File: src/rtl/hazard_ctrl.sv
// hazard_ctrl: stall/flush/forwarding control for the 5-stage RV32I pipeline.
// Priority of the pipeline controls is MemBusy > redirect (PCSrc_E) > load-use.
// Also keeps saturating stall/flush counters and a sticky data-memory timeout flag.
module hazard_ctrl #(
    parameter int CNT_W   = 32,
    parameter int TIMEOUT = 255
) (
    input  logic             CLK,
    input  logic             RST,
    input  logic [4:0]       RS_addr_D,
    input  logic [4:0]       RT_addr_D,
    input  logic [4:0]       RS_addr_E,
    input  logic [4:0]       RT_addr_E,
    input  logic [4:0]       RD_addr_E,
    input  logic [1:0]       ResultSrc_E,
    input  logic             PCSrc_E,
    input  logic             RegWrite_M,
    input  logic [4:0]       RD_addr_M,
    input  logic             RegWrite_W,
    input  logic [4:0]       RD_addr_W,
    input  logic             MemBusy,
    output logic             Stall_F,
    output logic             Stall_D,
    output logic             Stall_E,
    output logic             Stall_M,
    output logic             Flush_D,
    output logic             CLR_E,
    output logic [1:0]       Fwd_A_E,
    output logic [1:0]       Fwd_B_E,
    output logic [CNT_W-1:0] stall_cnt,
    output logic [CNT_W-1:0] flush_cnt,
    output logic             mem_timeout
);

    typedef enum logic [1:0] {
        RUN      = 2'd0,
        MEM_WAIT = 2'd1,
        LU_STALL = 2'd2
    } state_t;

    localparam logic [1:0]       RES_LOAD    = 2'b01;
    localparam logic [1:0]       FWD_REG     = 2'b00;
    localparam logic [1:0]       FWD_WB      = 2'b01;
    localparam logic [1:0]       FWD_MEM     = 2'b10;
    localparam logic [7:0]       TIMEOUT_VAL = 8'(TIMEOUT);
    localparam logic [CNT_W-1:0] CNT_ONE     = CNT_W'(1);
    localparam logic [CNT_W-1:0] CNT_MAX     = '1;

    state_t     state;
    state_t     next_state;
    logic       lu;
    logic       redirect;
    logic [7:0] wait_cnt;
    logic [7:0] wait_next;

    // Load-use: the load in EX writes a register the decode instruction reads (x0 excluded).
    assign lu = (ResultSrc_E == RES_LOAD) && (RD_addr_E != 5'd0) &&
                ((RD_addr_E == RS_addr_D) || (RD_addr_E == RT_addr_D));

    // A redirect is only acted on when memory is not holding the pipeline.
    assign redirect = PCSrc_E && !MemBusy;

    // Pipeline controls in priority order; everything is forced low during reset.
    always_comb begin
        // NOTE: every output gets a default first so no path through this block infers a latch.
        Stall_F = 1'b0;
        Stall_D = 1'b0;
        Stall_E = 1'b0;
        Stall_M = 1'b0;
        Flush_D = 1'b0;
        CLR_E   = 1'b0;
        if (!RST) begin
            if (MemBusy) begin
                Stall_F = 1'b1;
                Stall_D = 1'b1;
                Stall_E = 1'b1;
                Stall_M = 1'b1;
            end else if (PCSrc_E) begin
                Flush_D = 1'b1;
                CLR_E   = 1'b1;
            end else if (lu) begin
                Stall_F = 1'b1;
                Stall_D = 1'b1;
                CLR_E   = 1'b1;
            end
        end
    end

    // Operand forwarding: the younger producer in MEM wins over WB.
    always_comb begin
        Fwd_A_E = FWD_REG;
        Fwd_B_E = FWD_REG;
        if (!RST) begin
            if (RegWrite_M && (RD_addr_M != 5'd0) && (RD_addr_M == RS_addr_E))
                Fwd_A_E = FWD_MEM;
            else if (RegWrite_W && (RD_addr_W != 5'd0) && (RD_addr_W == RS_addr_E))
                Fwd_A_E = FWD_WB;

            if (RegWrite_M && (RD_addr_M != 5'd0) && (RD_addr_M == RT_addr_E))
                Fwd_B_E = FWD_MEM;
            else if (RegWrite_W && (RD_addr_W != 5'd0) && (RD_addr_W == RT_addr_E))
                Fwd_B_E = FWD_WB;
        end
    end

    // Next-state selection follows the same priority as the pipeline controls.
    always_comb begin
        next_state = RUN;
        case (state)
            RUN: begin
                if (MemBusy)        next_state = MEM_WAIT;
                else if (redirect)  next_state = RUN;
                else if (lu)        next_state = LU_STALL;
            end
            MEM_WAIT: begin
                if (MemBusy)        next_state = MEM_WAIT;
                else if (!redirect && lu) next_state = LU_STALL;
            end
            LU_STALL: begin
                // The bubble now in EX normally clears lu, so this returns to RUN.
                if (MemBusy)        next_state = MEM_WAIT;
                else if (!redirect && lu) next_state = LU_STALL;
            end
            default: next_state = RUN;
        endcase
    end

    // State register.
    always_ff @(posedge CLK) begin
        // NOTE: reset is synchronous, sampled only on the rising edge like any other input.
        if (RST) state <= RUN;
        else     state <= next_state;
    end

    // Consecutive-busy counter value for the coming edge; saturates rather than wraps.
    always_comb begin
        wait_next = 8'd0;
        if (MemBusy)
            wait_next = (wait_cnt == 8'hFF) ? wait_cnt : wait_cnt + 8'd1;
    end

    // Busy-cycle counter and sticky timeout flag.
    always_ff @(posedge CLK) begin
        if (RST) begin
            wait_cnt    <= 8'd0;
            mem_timeout <= 1'b0;
        end else begin
            // NOTE: non-blocking assignments so every register samples pre-edge values.
            wait_cnt <= wait_next;
            if (MemBusy && (wait_next == TIMEOUT_VAL))
                mem_timeout <= 1'b1;
        end
    end

    // Saturating performance counters.
    always_ff @(posedge CLK) begin
        if (RST) begin
            stall_cnt <= '0;
            flush_cnt <= '0;
        end else begin
            if (Stall_D && (stall_cnt != CNT_MAX))
                stall_cnt <= stall_cnt + CNT_ONE;
            if (redirect && (flush_cnt != CNT_MAX))
                flush_cnt <= flush_cnt + CNT_ONE;
        end
    end

endmodule

File: config.mk
export PLATFORM = sky130hd
export DESIGN_NAME = hazard_ctrl
export DESIGN_NICKNAME = d
export VERILOG_FILES = /design/src/rtl/hazard_ctrl.sv
export SDC_FILE = /design/constraint.sdc
export NUM_CORES = 1
export LEC_CHECK = 0
export CELL_PAD_IN_SITES_DETAIL_PLACEMENT = 1
export CELL_PAD_IN_SITES_GLOBAL_PLACEMENT = 1
export CORE_ASPECT_RATIO = 0.9
export CORE_MARGIN = 2
export CORE_UTILIZATION = 35
export DETAILED_ROUTE_END_ITERATION = 12
export PLACE_DENSITY = 0.81
export SLEW_MARGIN = 20
export SYNTH_ARGS = -nofsm -noshare
export SYNTH_HDL_FRONTEND = slang
export SYNTH_SLANG_ARGS = --single-unit
File: constraint.sdc
create_clock -name CLK -period 4.02 [get_ports CLK]
set_input_delay 1.005 -clock CLK [delete_from_list [all_inputs] [get_ports CLK]]
set_output_delay 1.005 -clock CLK [all_outputs]
set_load 0.02 [all_outputs]
Word level (Yosys, flattened, before mapping)
Cells that the tools add are included.

Register bits: 73.

Add/sub/neg operators: 3. Equality and inequality tests: 11. Muxes and demuxes: 20. Reductions and logical operators: 17.

Operator list (number): 32-bit by 1-bit adder with 32-bit output, second input constant (2); 32-bit inequality test, second input constant (2); 5-bit == test (6); 8-bit == test, second input constant (2); 8-bit two-way mux (2); 5-bit nonzero test (3); 1-bit two-way mux (14); 1-bit logical AND (12); 8-bit by 1-bit adder with 8-bit output, second input constant (1); 2-bit two-way mux (4); 2-bit by 1-bit == test with 1-bit output, second input constant (1); 1-bit zero test (1); 1-bit logical OR (1).

Depth between registers and ports, before layout
Gate-level depths: netlist of the first run.

Depth after elaboration: 8. Mapped depth: 8. Mapped depth without buffers: 7.

Least setup slack after synthesis of the first run
No wires, ideal clock.

Kind: input to output. From: in RD_addr_E[1]. To: out Stall_F. Arrival: 2.805 ns. Data required time: 3.015 ns. Setup slack: 0.210 ns. Stages on the path: 8. Cell sequence: or4_1 -> nor2_1 -> nor3_1 -> a21oi_1 -> clkbuf_1 -> clkbuf_1 -> nor2_1 -> buf_4.

Cells in the longest elaborated chain, start to end: 7.

Ends and longest elaborated chain: start, declared (line 14) `input logic [4:0] RD_addr_E,`; 5-bit == test / 5-bit nonzero test (equally long branches) (line 58, 57); 1-bit logical OR / 1-bit logical AND (equally long branches) (line 58, 57); 1-bit logical AND * (line 57) `assign lu = (ResultSrc_E == RES_LOAD) && (RD_addr_E != 5'd0) &&`; 1-bit two-way mux * (4 in series); end, declared (line 22) `output logic Stall_F,`.

Mark *: on every way between the ends. The rest lies on a longest branch, timed or not.

Worst setup path after layout of the first run
From: in RD_addr_M[1]. To: out Fwd_A_E[1].

Cells in the longest elaborated chain, start to end: 5.

Ends and longest elaborated chain: start, declared (line 18) `input logic [4:0] RD_addr_M,`; 5-bit nonzero test (line 94) `if (RegWrite_M && (RD_addr_M != 5'd0) && (RD_addr_M == RS_addr_E))`; 1-bit logical AND (line 94); 1-bit logical AND * (line 94); 2-bit two-way mux * (line 94); 2-bit two-way mux * (line 93) `if (!RST) begin`; end, declared (line 28) `output logic [1:0] Fwd_A_E,`.

Marked as above.

==> results of run 1 <==
## cell families after synthesis
kind of cell	after synthesis	synth area share (%)
simple gates	233	32.14
mux	7	1.795
flops	73	35.54
xor+xnor	56	11.93
fa+ha+maj	3	0.9131
compound gates	88	14.15
buf+inv	33	3.530
## synth_stat cells (all sizes together), types with 3 or more instances
master	instances	area, µm²
o311ai	7	61.31
or4	17	131.4
xor2	25	219.0
clkbuf	17	63.81
and4	11	96.34
dfxtp	73	1461
mux2i	4	40.04
o211ai	4	30.03
nand2	36	135.1
mux2	3	33.78
inv	8	30.03
nand4	20	131.4
nor2	43	161.4
nor2b	3	18.77
o31ai	15	112.6
o21ai	13	65.06
nand3	30	155.1
o21a	4	30.03
and3	10	62.56
a21oi	27	135.1
ha	3	37.54
and2	7	43.79
or2	5	31.28
or3	17	117.6
nand2b	3	26.27
nor3	12	65.06
o31a	4	35.03
buf	7	47.54
a31oi	3	18.77
xnor2	31	271.5
nor4	11	75.07
## how the worst min path moves through the flow
stage	from	end	slack (ns)	cells past startpoint
3_3_place_gp	mem_timeout$_SDFFE_PP0P_	mem_timeout$_SDFFE_PP0P_	0.47	1
3_5_place_dp	mem_timeout$_SDFFE_PP0P_	mem_timeout$_SDFFE_PP0P_	0.47	1
5_1_grt	mem_timeout$_SDFFE_PP0P_	mem_timeout$_SDFFE_PP0P_	0.49	1
2_1_floorplan	wait_cnt[7]$_SDFF_PP0_	wait_cnt[1]$_SDFF_PP0_	0.50	2
4_1_cts	mem_timeout$_SDFFE_PP0P_	mem_timeout$_SDFFE_PP0P_	0.48	1
6_report	mem_timeout$_SDFFE_PP0P_	mem_timeout$_SDFFE_PP0P_	0.48	1
## through the flow
| step | area (µm²) | setup slack (ns) | hold slack [ns] |
|---|---|---|---|
| CTS | 5891 | 0.01045 | 0.4832 |
| global placement | 5584 | -0.3890 | 0.4735 |
| floorplan | 4111 | 0.2098 | 0.4968 |
| detailed placement | 5584 | -0.5058 | 0.4708 |
| finish | 5891 | 0.08590 | 0.4780 |
| global route | 5891 | 0.005451 | 0.4878 |
## cell type report
type / count / area, µm² / share of cell area [%]
multi-input cells: 387 / 2542 / 43.16
flip-flops and latches: 73 / 1461 / 24.81
repair buffers: 145 / 1363 / 23.13
clock buffers: 10 / 239.0 / 4.057
well taps: 156 / 195.2 / 3.314
clock inverters: 5 / 56.30 / 0.9558
inverters: 9 / 33.78 / 0.5735
## report_power, final
group / leakage [µW] / switching (µW) / total, µW / internal (µW)
clock: 0.000144 / 317 / 810 / 493
combinational: 0.00130 / 88.9 / 179 / 90.3
sequential: 0.000589 / 6.16 / 734 / 728
## routing by layer
layer	wire, µm	part of all wire (%)	vias up	global-route usage (%)
li1	-	-	2082	-
met5	0	0	-	0
met2	7205	51	102	40.88
met3	662	4.7	20	5.266
met1	5936	42	2108	25.60
met4	246	1.8	0	6.971
## timing repair
item | 4_1_cts | 5_1_grt
setup endpoints to repair | 7 | 2
pin swaps | 1 | 0
hold buffers | 0 | 0
gates resized for setup | 14 | 2
buffers inserted | 0 | 0
## flip-flops by register name, indices dropped and copies added (netlist names)
signal,cells
flush_cnt,32
mem_timeout,1
stall_cnt,32
wait_cnt,8
## critical path, delay by kind of cell
| family | cells | cell delay, ns |
|---|---|---|
| AO/OA/AOI/OAI | 1 | 0.16 |
| buffers and inverters | 5 | 1.15 |
| AND/OR/NAND/NOR | 2 | 0.61 |
==> impl_metrics.ini, run 1 <==
[global_routing]
globalRoute.totalOverflow = 0
grt_pass1_wl_mm = 22.61
grt_max_degree = 66
antenna_found_initial = 0
track_usage_pct = 22.28
first_global_vias = 4467

[setup_path]
rrSetupSlack_ns = 1.08
criticalPathCategory = in2out
cp-start-kind = input port
reg2regPathDepth = 6
worstPathMaxFanout = 2
r2r_end = stall_cnt[8]$_SDFFE_PP0P_
cpPeakStageDelay_ns = 0.56
crit_arrival_ns = 2.93
critPathLaunch = RD_addr_M[1]
rr_startpoint = stall_cnt[19]$_SDFFE_PP0P_
path_cells = clkdlybuf4s50_1, or4_1, o21ai_2, buf_4, buf_4, nor4_2, buf_4, dlygate4sd2_1
critical_path.slowest_cell = or4_1
cp.required_ns = 3.01
crit_end = Fwd_A_E[1]
critPathCaptureType = output port
crit_path_frequent_cell = buf_4

[cells_and_area]
fin_nets = 671
layout_commonest_cell = clkdlybuf4s50_1
fin_util_pct = 51.52
syn2layout_area_growth_pct = 43.27
antenna_cells = 0
fillers = 1366
finalNonFillerCells = 785
drive_above_1_share_pct = 10.17
most-common-layout-cells = clkdlybuf4s50_1, dfxtp_1, nor2_1

[drt]
ant_nets = 0
num_vias = 4312
wirelength_mm = 14.05
route.detailed.drc = 0
post_drt_wl_per_cell_um = 17.90
via_per_inst = 5.493
initialDrtViolationCount = 195
first_pass_iters = 4

[timing]
slew_violations = 0
finalSetupViolations = 0
relSlewSlack_pct = 50.67
fin_skew_ns = 0.005917
min_period_ns = 3.934
rsz0062_at_grt = no
setup_tns_ns = 0
fmax_ghz = 0.2542
hold_viol_final = 0
worstMarginPinSlew_ns = 0.7345
finalCritPeriodShare_pct = 97.86

[power_and_ir_drop]
peakVddDrop_mv = 0.1505
power.total_uw = 1723
p_leak_uw = 0.002034
power_density_nw_per_um2 = 292.5

[placed_design]
gp_congestion = 0.8326
dpl.hpwl_mm = 10.39
dp.cells = 770
port_buffers = 117

[logic_synthesis]
netlist_instances = 493
netlist_area_um2 = 4111
synth-edff-count = 0
synth_seq_area_share_pct = 35.54
ys_types = 60
yosys_warnings = 0
synth_nets = 539
async_flop_share_pct = 0
synth_top_flop_cell = dfxtp_1
avgSynthCellArea_um2 = 8.340
ys_ff_latch = 73

[floorplan]
dieWidth_um = 118.2
fp.dieH_um = 106.8
core_area_um2 = 11430
die-area_um2 = 12630
boundaryPins = 118
rows = 37
initial_core_util_pct = 35.96

[status]
status = finished, final reports clean

[flow_run]
cap_viol_max_count = 0

[clock_tree]
cts-root-buf = clkbuf_16
numCtsBuffers = 9
clock_latency_ns = 0.34
cts_tree = built
htreeDepth = 3
clockBufferDepth = 2
path_clk_slew_ns = 0.05
clock-sinks = 73

[min_path]
hp-class = reg2reg
No activity file was read; power rests on OpenSTA's default activity.
==> run 2, diff against run 1 <==
Settings changed: PLACE_DENSITY 0.81 to unset, PLACE_DENSITY_LB_ADDON set to 0.3.
==> impl_metrics.ini, run 2 (synthesis gave the netlist of run 1 again) <==
[status]
status = finished, final reports clean

[flow_run]
cap_viol_max_count = 0

[timing]
relSlewSlack_pct = 58.98
rsz0062_at_grt = no
finalCritPeriodShare_pct = 98.88
slew_violations = 0
fmax_ghz = 0.2516
worst_slack_ns = 0.04505
worstMarginPinSlew_ns = 0.6106
fin_skew_ns = 0.006117
hold_viol_final = 0
setup_tns_ns = 0
finalSetupViolations = 0
min_period_ns = 3.975

[placed_design]
gp_congestion = 0.8240
dpl.hpwl_mm = 10.02
place_ws_ns = -0.3371
port_buffers = 117
place_area_um2 = 5577

[cells_and_area]
largestRegisters = flush_cnt x32, stall_cnt x32, wait_cnt x8
layout_commonest_cell = clkdlybuf4s50_1
fin_util_pct = 51.26
fin_nets = 670
fillers = 1364
drive_above_1_share_pct = 9.380
antenna_cells = 0
most-common-layout-cells = clkdlybuf4s50_1, dfxtp_1, nor2_1
syn2layout_area_growth_pct = 42.57
fin_area_um2 = 5862

[drt]
post_drt_wl_per_cell_um = 16.99
wirelength_mm = 13.34
route.detailed.drc = 0
wl_met3_um = 793
met1_length_mm = 5.953
via_per_inst = 5.456
wl_met2_mm = 6.493
first_pass_iters = 4
initialDrtViolationCount = 206
ant_nets = 0
num_vias = 4283
top_layer_used = met4

[power_and_ir_drop]
power_density_nw_per_um2 = 292.0
peakVddDrop_mv = 0.1483
p_leak_uw = 0.002018

[floorplan]
initial_core_util_pct = 35.96
fp.dieH_um = 106.8
core_area_um2 = 11430
boundaryPins = 118
die-area_um2 = 12630
dieWidth_um = 118.2
rows = 37

[clock_tree]
postCtsHoldBufs = 0
path_clk_slew_ns = 0.06
clockBufferDepth = 2
clock-sinks = 73
htreeDepth = 3
cts-root-buf = clkbuf_16
cts_tree = built
numCtsBuffers = 9
clock_latency_ns = 0.34

[setup_path]
cp.required_ns = 3.01
criticalPathCategory = in2out
cp-start-kind = input port
critPathCaptureType = output port
crit_arrival_ns = 2.97
worstPathMaxFanout = 4

[global_routing]
antenna_found_initial = 0
grt_pass1_wl_mm = 22.49
globalRoute.totalOverflow = 0
track_usage_pct = 21.94
first_global_vias = 4525
grt_max_degree = 49

[min_path]
hp-class = reg2reg
==> run 2: changes by cell type in the layout (fill, tap and decap cells not counted), sizes merged <==
cell           before  now
buf                30   29
clkdlybuf4s50     109  111
dlygate4sd1         0    1
dlygate4sd2         5    3
==> run 2: through the flow <==
step	instances	hold slack, ns	total power, µW
after floorplan	493	0.4968	822.4
after global placement	769	0.4757	919.6
after detailed placement	769	0.4898	925.3
after CTS	785	0.5042	1729
after global routing	785	0.5390	1778
final	785	0.4943	1711
==> run 2: path summary, 6_finish.rpt <==
kind	startpoint	end	slack, ns	cells past startpoint
max reg2reg	stall_cnt[19]$_SDFFE_PP0P_	stall_cnt[8]$_SDFFE_PP0P_	1.21	6
max	RD_addr_M[1]	Fwd_B_E[0]	0.05	7
min reg2reg	mem_timeout$_SDFFE_PP0P_	mem_timeout$_SDFFE_PP0P_	0.49	1
min	mem_timeout$_SDFFE_PP0P_	mem_timeout$_SDFFE_PP0P_	0.49	1
==> run 2: area by class of cell <==
type	count	area (µm²)	area share [%]
Multi-Input combinational cell	387	2524	43.05
Clock inverter	5	56.30	0.9605
Tap cell	156	195.2	3.330
Clock buffer	11	232.7	3.970
Inverter	9	33.78	0.5763
Timing Repair Buffer	144	1359	23.18
Sequential cell	73	1461	24.93
==> run 2: critical path, cell delays in order <==
cell and delay, ns:
clkdlybuf4s50_1 0.43, or4_1 0.52, o21ai_0 0.19, buf_4 0.16, nor3_1 0.05, nor4_1 0.25
dlygate4sd1_1 0.36
==> run 2: routing by layer <==
layer / up-vias / GRT usage, %
met1: 2072 / 26.30
met5: - / 0
li1: 2086 / -
met4: 0 / 5.680
met2: 114 / 38.40
met3: 11 / 6.543
==> run 2: power by group <==
part           internal [µW]  switching [µW]  leakage, µW
sequential               728            5.89     0.000589
clock                    480             323     0.000139
combinational           89.7            85.2      0.00129
==> run 2: repair_timing <==
item	CTS	global route
buffers inserted	0	0
pin swaps	0	0
gates resized for setup	8	4
endpoints found under the setup margin	5	2
==> run 3, diff against run 2 <==
Settings changed: CTS_CLUSTER_DIAMETER set to 150.
==> results of run 3 <==
The final DEF is identical to that of run 2; final timing and power are the same.
